==> src/rtl/key_debounce_pkg.sv <==
// Shared definitions for the key_debounce block: per-channel FSM state encoding
// and the default debounce interval (20 ms at 50 MHz).
package key_debounce_pkg;

   typedef enum logic [1:0] {
      UP           = 2'd0,
      PRESS_WAIT   = 2'd1,
      DOWN         = 2'd2,
      RELEASE_WAIT = 2'd3
   } state_e;

   localparam int unsigned DEFAULT_DEBOUNCE_CYCLES = 1000000;

   function automatic logic is_held(input state_e st);
      return (st == DOWN) || (st == RELEASE_WAIT);
   endfunction

endpackage

==> src/rtl/key_debounce_chan.sv <==
// One pushbutton channel: two-flop synchronizer, debounce FSM with stability
// counter and registered outputs. Optional macro: KEY_DEBOUNCE_RELEASE_PULSE_EN.
module key_debounce_chan
   import key_debounce_pkg::*;
#(
   parameter int unsigned DEBOUNCE_CYCLES = DEFAULT_DEBOUNCE_CYCLES
) (
   input  logic clk_i,
   input  logic rstn_i,
   input  logic key_i,
   output logic pressed_o,
   output logic press_pulse_o
`ifdef KEY_DEBOUNCE_RELEASE_PULSE_EN
  ,output logic release_pulse_o
`endif
);

   localparam int unsigned      CNT_W    = $clog2(DEBOUNCE_CYCLES + 1);
   localparam logic [CNT_W-1:0] CNT_ONE  = CNT_W'(1);
   localparam logic [CNT_W-1:0] CNT_LAST = CNT_W'(DEBOUNCE_CYCLES - 1);

   logic             sync1_q, sync2_q;
   state_e           state_q, state_d;
   logic [CNT_W-1:0] cnt_q, cnt_d;
   logic             pressed_q, pressed_d;
   logic             press_pulse_q, press_pulse_d;
`ifdef KEY_DEBOUNCE_RELEASE_PULSE_EN
   logic             release_pulse_q, release_pulse_d;
`endif

   // Synchronizer idles at 1 (released) so a held key is re-debounced after reset.
   always_ff @(posedge clk_i) begin
      if (!rstn_i) begin
         sync1_q <= 1'b1;
         sync2_q <= 1'b1;
      end else begin
         sync1_q <= key_i;
         sync2_q <= sync1_q;
      end
   end

   always_comb begin
      state_d = state_q;
      cnt_d   = '0;
      case (state_q)
         UP: begin
            if (!sync2_q) begin
               state_d = PRESS_WAIT;
               cnt_d   = CNT_ONE;
            end
         end
         PRESS_WAIT: begin
            if (sync2_q) begin
               state_d = UP;
            end else if (cnt_q == CNT_LAST) begin
               state_d = DOWN;
            end else begin
               cnt_d = cnt_q + CNT_ONE;
            end
         end
         DOWN: begin
            if (sync2_q) begin
               state_d = RELEASE_WAIT;
               cnt_d   = CNT_ONE;
            end
         end
         RELEASE_WAIT: begin
            if (!sync2_q) begin
               state_d = DOWN;
            end else if (cnt_q == CNT_LAST) begin
               state_d = UP;
            end else begin
               cnt_d = cnt_q + CNT_ONE;
            end
         end
         default: state_d = UP;
      endcase
   end

   // Outputs lag the state by one register; a change of is_held marks the entry edge.
   always_comb begin
      pressed_d     = is_held(state_q);
      press_pulse_d = (state_q == DOWN) && !pressed_q;
`ifdef KEY_DEBOUNCE_RELEASE_PULSE_EN
      release_pulse_d = (state_q == UP) && pressed_q;
`endif
   end

   always_ff @(posedge clk_i) begin
      if (!rstn_i) begin
         state_q       <= UP;
         cnt_q         <= '0;
         pressed_q     <= 1'b0;
         press_pulse_q <= 1'b0;
`ifdef KEY_DEBOUNCE_RELEASE_PULSE_EN
         release_pulse_q <= 1'b0;
`endif
      end else begin
         state_q       <= state_d;
         cnt_q         <= cnt_d;
         pressed_q     <= pressed_d;
         press_pulse_q <= press_pulse_d;
`ifdef KEY_DEBOUNCE_RELEASE_PULSE_EN
         release_pulse_q <= release_pulse_d;
`endif
      end
   end

   assign pressed_o     = pressed_q;
   assign press_pulse_o = press_pulse_q;
`ifdef KEY_DEBOUNCE_RELEASE_PULSE_EN
   assign release_pulse_o = release_pulse_q;
`endif

endmodule

==> src/rtl/key_debounce.sv <==
// N_KEYS independent pushbutton debouncers. Optional macro
// KEY_DEBOUNCE_RELEASE_PULSE_EN adds the release_pulse output.
module key_debounce
   import key_debounce_pkg::*;
#(
   parameter int unsigned N_KEYS          = 4,
   parameter int unsigned DEBOUNCE_CYCLES = DEFAULT_DEBOUNCE_CYCLES
) (
   input  logic              CLOCK_50,
   input  logic              resetn,
   input  logic [N_KEYS-1:0] KEY,
   output logic [N_KEYS-1:0] pressed,
   output logic [N_KEYS-1:0] press_pulse
`ifdef KEY_DEBOUNCE_RELEASE_PULSE_EN
  ,output logic [N_KEYS-1:0] release_pulse
`endif
);

   for (genvar g = 0; g < N_KEYS; g++) begin : g_chan
      key_debounce_chan #(
         .DEBOUNCE_CYCLES(DEBOUNCE_CYCLES)
      ) u_chan (
         .clk_i          (CLOCK_50),
         .rstn_i         (resetn),
         .key_i          (KEY[g]),
         .pressed_o      (pressed[g]),
         .press_pulse_o  (press_pulse[g])
`ifdef KEY_DEBOUNCE_RELEASE_PULSE_EN
        ,.release_pulse_o(release_pulse[g])
`endif
      );
   end

endmodule

==> config.mk <==
export PLATFORM = sky130hd
export DESIGN_NAME = key_debounce
export DESIGN_NICKNAME = d
export VERILOG_FILES = /design/src/rtl/key_debounce_pkg.sv /design/src/rtl/key_debounce_chan.sv /design/src/rtl/key_debounce.sv
export SDC_FILE = /design/constraint.sdc
export NUM_CORES = 1
export LEC_CHECK = 0
export BUFFER_PORTS_ARGS = -buffer_cell sky130_fd_sc_hd__buf_2
export CORE_ASPECT_RATIO = 1.25
export CORE_MARGIN = 2
export CORE_UTILIZATION = 45
export CTS_CLUSTER_SIZE = 8
export DETAILED_ROUTE_END_ITERATION = 10
export PLACE_DENSITY = 0.65
export SYNTH_ARGS = -nofsm -noshare
export SYNTH_HDL_FRONTEND = slang
export SYNTH_SLANG_ARGS = --single-unit
==> constraint.sdc <==
create_clock -name CLOCK_50 -period 2.5 [get_ports CLOCK_50]
set_input_delay 0.25 -clock CLOCK_50 [delete_from_list [all_inputs] [get_ports CLOCK_50]]
set_output_delay 0.25 -clock CLOCK_50 [all_outputs]
set_load 0.01 [all_outputs]
==> flow_summary.ini, run 1 <==
[cts]
cts_setup_buffers = 0
skew_pair_late_insertion_delay_ns = 0.34
cts_tree = done
post_cts_resize_count = 0
cts.reportedPaths.clkPinSlew_ns = 0.06
cts_made_buffers = 9
cts.path.max_buffers = 2
cts_num_sinks = 104
cts-hold-fix-buffers = 0
htreeDepth = 3
cts_root_buf = clkbuf_16

[sta]
finalCriticalPeriod_ns = 2.15
post_layout_worst_setup_margin_ns = 0.347
max-slew-margin-rel_pct = 53.6
drv_slew = 0
timing_worst_slew_pin_value_ns = 0.689
clock_skew_ns = 0.00736
timing_hold_violations_final = 0
setup_viol_count_final = 0
setup_repair_after_global_routing_missed_its_margin = no
final.setup.tns_ns = 0
finalCritPeriodShare_pct = 86.1
max_freq_mhz = 465

[drt]
drtIter0Drc = 82
drcViolationCount = 0
vias_per_cell = 5.22
routed-via-count = 3404
drtAntennaViolNets = 0
drt-pass1-iter-count = 6
wl_um = 7960
detail_route.wl_per_cell_um = 12.2

[setup_path]
endpoint_kind = flop
crit_path_cell_trace = ha_1 > nand3_1 > or4_4 > or4_1 > a21oi_1
slowest_delay_ns = 0.63
crit_arrival_ns = 2.43
timing.critical_path.fanout_max = 7
crit_required_ns = 2.77
critical-path-slowest-cell = or4_4
crit_type = flop to flop
cp_launch_type = flop

[floorplan]
io-pin-count = 14
floorplan.die_area_um2 = 10800
initial_core_util_pct = 46.3
fp-row-count = 40
core_box_area_um2 = 9660
floorplan.die.height_um = 115
die_w_um = 93.2

[power]
vdd_drop_max_uv = 269
cellPowerDensity_nw_per_um2 = 638
power.static_leakage_nw = 1.45

[place]
numPortBuffers = 13
pre_cts_slack_ns = 0.403
hpwl_um = 5550
gp_congestion = 0.784

[synth]
synth_simple_gate_area_share_pct = 28.7
synth.ff_latch_count = 104
synth_edf_count = 0
synth_ff_type = dfxtp_1
synth_async_sr_flop_share_pct = 0
ys_seq_area_share_pct = 46.6
synth_fp_nets = 519
avgSynthCellArea_um2 = 8.79
syn-cell-area_um2 = 4470
fraction_of_the_mapped_netlist_area_in_compound_gates_pct = 7.69
muxShareOfSynthArea_pct = 0.224
synth_warnings = 0
post_synth_xor_area_fraction_pct = 11.2
area_share_of_the_largest_cell_type_after_synthesis_pct = 46.6
post_synth_main_area_contributors = dfxtp_1 (47%), xnor2_1 (9.6%), nor2_1 (6.0%)
yosys.area_share.adder_pct = 1.12
yosysUniqueCellTypes = 41
synthCells = 509
synth_top_family_by_area = simple AND/OR/NAND/NOR gates
leading_area_contributor_after_synthesis = dfxtp_1

[global_routing]
grt-ovfl-total = 0
all_layer_gr_usage_pct = 16.4
grt_pass1_vias = 3260
antenna_found_initial = 0
grt_max_degree = 25
global_route_wire_length_before_repair_um = 14400

[flow_run]
max_cap_violations = 0

[outcome]
status = completed

[final_layout]
area_growth_pct = 10.6
layout.nets = 531
layout-drive-gt1-share_pct = 7.60
n_antenna_cell = 0

[hold_path]
hold_path.class = input pin to flop
sequential cells by signal (all words and copies together) (netlist names), named ones only:
signal,cells
g_chan.u_chan.press_pulse_o,4
g_chan.u_chan.cnt_q,80
g_chan.u_chan.sync2_q,4
g_chan.u_chan.sync1_q,4
g_chan.u_chan.state_q,4
g_chan.u_chan.pressed_o,4
power breakdown:
group	internal [W]	leakage (nW)	switching, W	total (W)
Clock	0.000884	0.159	0.000572	0.00146
Combinational	0.0000128	0.454	0.0000151	0.0000279
Sequential	0.00167	0.840	0.00000679	0.00167
Total	0.00256	1.45	0.000594	0.00316
cells in the mapped netlist, types with 9 or more instances:
master,n
xnor2_1,49
inv_1,26
buf_4,9
nand2_1,32
dfxtp_1,104
nor3_1,20
nor2_1,71
nand3_1,25
nand2b_1,9
a21oi_1,23
nand4_1,18
nor4_1,17
o21ai_0,15
or3_1,11
layout by cell type (no fill, tap or decap), drive strengths merged, types with 8 or more instances in the layout:
cell type / count
dfxtp: 104
nor2: 71
xnor2: 49
nand2: 32
inv: 26
nand3: 25
a21oi: 23
nor3: 20
nand4: 18
buf: 18
nor4: 17
o21ai: 17
clkbuf: 14
or3: 11
or4: 11
nand2b: 9
xor2: 8
and3: 8
final timing paths:
check / from / endpoint / slack [ns] / cells after the start
worst max register to register: g_chan[3].u_chan.cnt_q[0]$_SDFF_PN0_ / g_chan[3].u_chan.cnt_q[18]$_SDFF_PN0_ / 0.35 / 5
worst min register to register: g_chan[2].u_chan.sync1_q$_SDFF_PN1_ / g_chan[2].u_chan.sync2_q$_SDFF_PN1_ / 0.41 / 1
worst min-delay path: KEY[2] / g_chan[2].u_chan.sync1_q$_SDFF_PN1_ / 0.09 / 2
worst max-delay path: g_chan[3].u_chan.cnt_q[0]$_SDFF_PN0_ / g_chan[3].u_chan.cnt_q[18]$_SDFF_PN0_ / 0.35 / 5
metrics by stage:
step / instances / utilization (%) / instance area [um2] / total power, W / hold slack, ns
after floorplan: 509 / - / 4470 / 0.00173 / 0.351
after global placement: 636 / 47.9 / 4630 / 0.00174 / 0.395
after global routing: 652 / 51.2 / 4950 / 0.00327 / 0.0926
after CTS: 652 / 51.2 / 4950 / 0.00321 / 0.0805
after detailed placement: 636 / 47.9 / 4630 / 0.00174 / 0.405
final: 652 / 51.2 / 4950 / 0.00316 / 0.0912
critical path: cells and delay by family, from the launching register on:
kind | cells | cell delay (ns)
AO/OA/AOI/OAI | 1 | 0.14
flip-flops | 1 | 0.38
AND/OR/NAND/NOR | 3 | 1.34
adder cells (fa/ha/maj) | 1 | 0.22
metal layers:
metal | part of all wire (%) | vias to the layer above | GRT usage (%)
met2 | 49 | 37 | 28.1
met5 | 0 | - | 0
met4 | 1.9 | 0 | 6.86
li1 | - | 1791 | -
met1 | 47 | 1563 | 20.2
met3 | 2.4 | 13 | 3.12
cell families (layout without fill, tap and decap cells):
kind of cell	count (synthesis)	count (layout)
flops	104	104
buf+inv	43	60
compound gates	55	55
mux	1	1
simple gates	245	245
xor+xnor	57	57
fa+ha+maj	4	4
layout make-up:
cell class / count / area, um2
fill: 911 / 4710
tap: 126 / 158
inverter: 26 / 97.6
multi-input combinational: 362 / 2190
sequential: 104 / 2080
timing repair buffer: 18 / 103
clock buffer: 14 / 284
clock inverter: 2 / 35.0
No activity file was read; power rests on OpenSTA's default activity.
==> inputs of run 2 (changes only) <==
--- a/config.mk
+++ b/config.mk
@@ -11,7 +11,7 @@
 export CORE_UTILIZATION = 45
 export CTS_CLUSTER_SIZE = 8
 export DETAILED_ROUTE_END_ITERATION = 10
-export PLACE_DENSITY = 0.65
+export PLACE_DENSITY = 0.67
 export SYNTH_ARGS = -nofsm -noshare
 export SYNTH_HDL_FRONTEND = slang
 export SYNTH_SLANG_ARGS = --single-unit
==> constraint.sdc (replaced) <==
create_clock -name CLOCK_50 -period 1.9 [get_ports CLOCK_50]
set_input_delay 0.19 -clock CLOCK_50 [delete_from_list [all_inputs] [get_ports CLOCK_50]]
set_output_delay 0.19 -clock CLOCK_50 [all_outputs]
set_load 0.01 [all_outputs]
==> run 2 against run 1 <==
Compared with the run above:
- final area increased by 6.1%
- via count grew 5.2%
- sequential share of layout area decreased by 2.3 points
- clock skew is 0.0031 ns lower
- cell count increased by 4.4%
- sequential power increased by 32%
- global-route usage grew 1.1 points
- worst hold slack lost 0.064 ns
- critical path depth is 1 lower
- core utilization increased by 3.1 points
- total power increased by 28%
- setup slack worse by 0.33 ns
- critical path type unchanged
- largest power group unchanged
==> flow_summary.ini, run 2 (synthesis results as in run 1) <==
[cts]
cts.reportedPaths.clkPinSlew_ns = 0.06
cts_tree = done
cts_setup_buffers = 0
cts.path.max_buffers = 2
skew_pair_late_insertion_delay_ns = 0.34
cts_made_buffers = 9
cts_num_sinks = 104
cts_root_buf = clkbuf_16
htreeDepth = 3

[setup_path]
cp_startpoint = g_chan[0].u_chan.cnt_q[8]$_SDFF_PN0_
critical-path-top-delay-family = simple AND/OR/NAND/NOR gates
regToRegSetupSlack_ns = 0.02
endpoint_kind = flop
crit_path_cell_trace = or4b_1 > or4_4 > o31a_2 > o21a_1
crit_required_ns = 2.14
critPathBufInv = 0
critical-path-slowest-cell = or4b_1
timing.critical_path.fanout_max = 4
slowest_delay_ns = 0.51
crit_arrival_ns = 2.12
crit_type = flop to flop
regToRegStartpoint = g_chan[0].u_chan.cnt_q[8]$_SDFF_PN0_
cp_launch_type = flop

[final_layout]
layout.nets = 561
layout-drive-gt1-share_pct = 14.8
multi_input_comb_area_um2 = 2250
instances_no_fill = 681
register_area_um2 = 2090
layout.cells.most_common = dfxtp_1
num-fill-cells = 919
mostFrequentLayoutCells = dfxtp_1 (101), nor2_1 (71), xnor2_1 (49), nand2_1 (32), buf_4 (32)
postLayoutCoreUtil_pct = 54.3
top_register = g_chan.u_chan.cnt_q
n_antenna_cell = 0
largest_register_ffs = 80
area_growth_pct = 17.3

[place]
place_inst = 666
hpwl_um = 6200
gp_congestion = 0.781
numPortBuffers = 13

[drt]
vias_per_cell = 5.26
routed-via-count = 3582
drcViolationCount = 0
drtAntennaViolNets = 0
detail_route.wl_per_cell_um = 12.8
drt-pass1-iter-count = 7
wl_um = 8730
drtIter0Drc = 96

[sta]
finalHoldWorstSlack_ns = 0.0270
setup_viol_count_final = 0
max-slew-margin-rel_pct = 67.5
drv_slew = 0
timing_worst_slew_pin_value_ns = 0.483
timing_hold_violations_final = 0
max_freq_mhz = 531
finalCriticalPeriod_ns = 1.88
finalCritPeriodShare_pct = 99.1
setup_repair_after_global_routing_missed_its_margin = yes
clock_skew_ns = 0.00423

[floorplan]
core_box_area_um2 = 9660
floorplan.die.height_um = 115
fp-row-count = 40
die_w_um = 93.2
floorplan.die_area_um2 = 10800
io-pin-count = 14
initial_core_util_pct = 46.3

[global_routing]
grt_pass1_vias = 3445
antenna_found_initial = 1
grt-ovfl-total = 0
global_route_wire_length_before_repair_um = 15200
grt_max_degree = 25
all_layer_gr_usage_pct = 17.5

[hold_path]
hold_path.class = input pin to flop
min_from = KEY[1]

[power]
vdd_drop_max_uv = 400
power.static_leakage_nw = 1.61
p_total_w = 0.00404
cellPowerDensity_nw_per_um2 = 770

[outcome]
status = completed

[flow_run]
max_cap_violations = 0
## run 2: cell type report
cell class,count,area share [%]
Multi-Input combinational cell,362,42.8
Sequential cell,104,39.8
Timing Repair Buffer,48,6.96
Clock buffer,13,5.34
Tap cell,126,3.00
Inverter,26,1.86
Clock inverter,2,0.238
## run 2: worst paths after layout
kind | endpoint | cells past startpoint
worst max-delay path | flop | 4
worst min-delay path | g_chan[1].u_chan.sync1_q$_SDFF_PN1_ | 2
worst max register to register | flop | 4
worst min register to register | g_chan[3].u_chan.sync2_q$_SDFF_PN1_ | 1
## run 2: stage by stage
stage | TNS [ns] | setup slack (ns) | cell area (um2)
after detailed placement | -0.00736 | -0.00736 | 4920
after CTS | 0 | 0.000453 | 5210
after global routing | -0.448 | -0.0390 | 5250
after floorplan | -0.00127 | -0.00127 | 4500
after global placement | 0 | 0.0408 | 4920
final | 0 | 0.0177 | 5250
## run 2: repair_timing
item	in CTS	in global routing
setup endpoints to repair	2	26
hold buffers	0	0
resized for setup	1	8
endpoints found under the hold margin	0	0
pin swaps	1	3
## run 2: power breakdown
| part | internal, W | switching (W) | total (W) |
|---|---|---|---|
| Sequential | 0.00219 | 0.00000798 | 0.00220 |
| Clock | 0.00102 | 0.000775 | 0.00180 |
| Combinational | 0.0000202 | 0.0000228 | 0.0000430 |
| Total | 0.00323 | 0.000805 | 0.00404 |
## run 2: routing by layer
layer	vias up	wire (um)	track usage, %
li1	1843	-	-
met4	2	143	9.12
met5	-	11	0
met1	1686	4010	21.2
met2	38	4280	29.3
met3	13	281	3.58
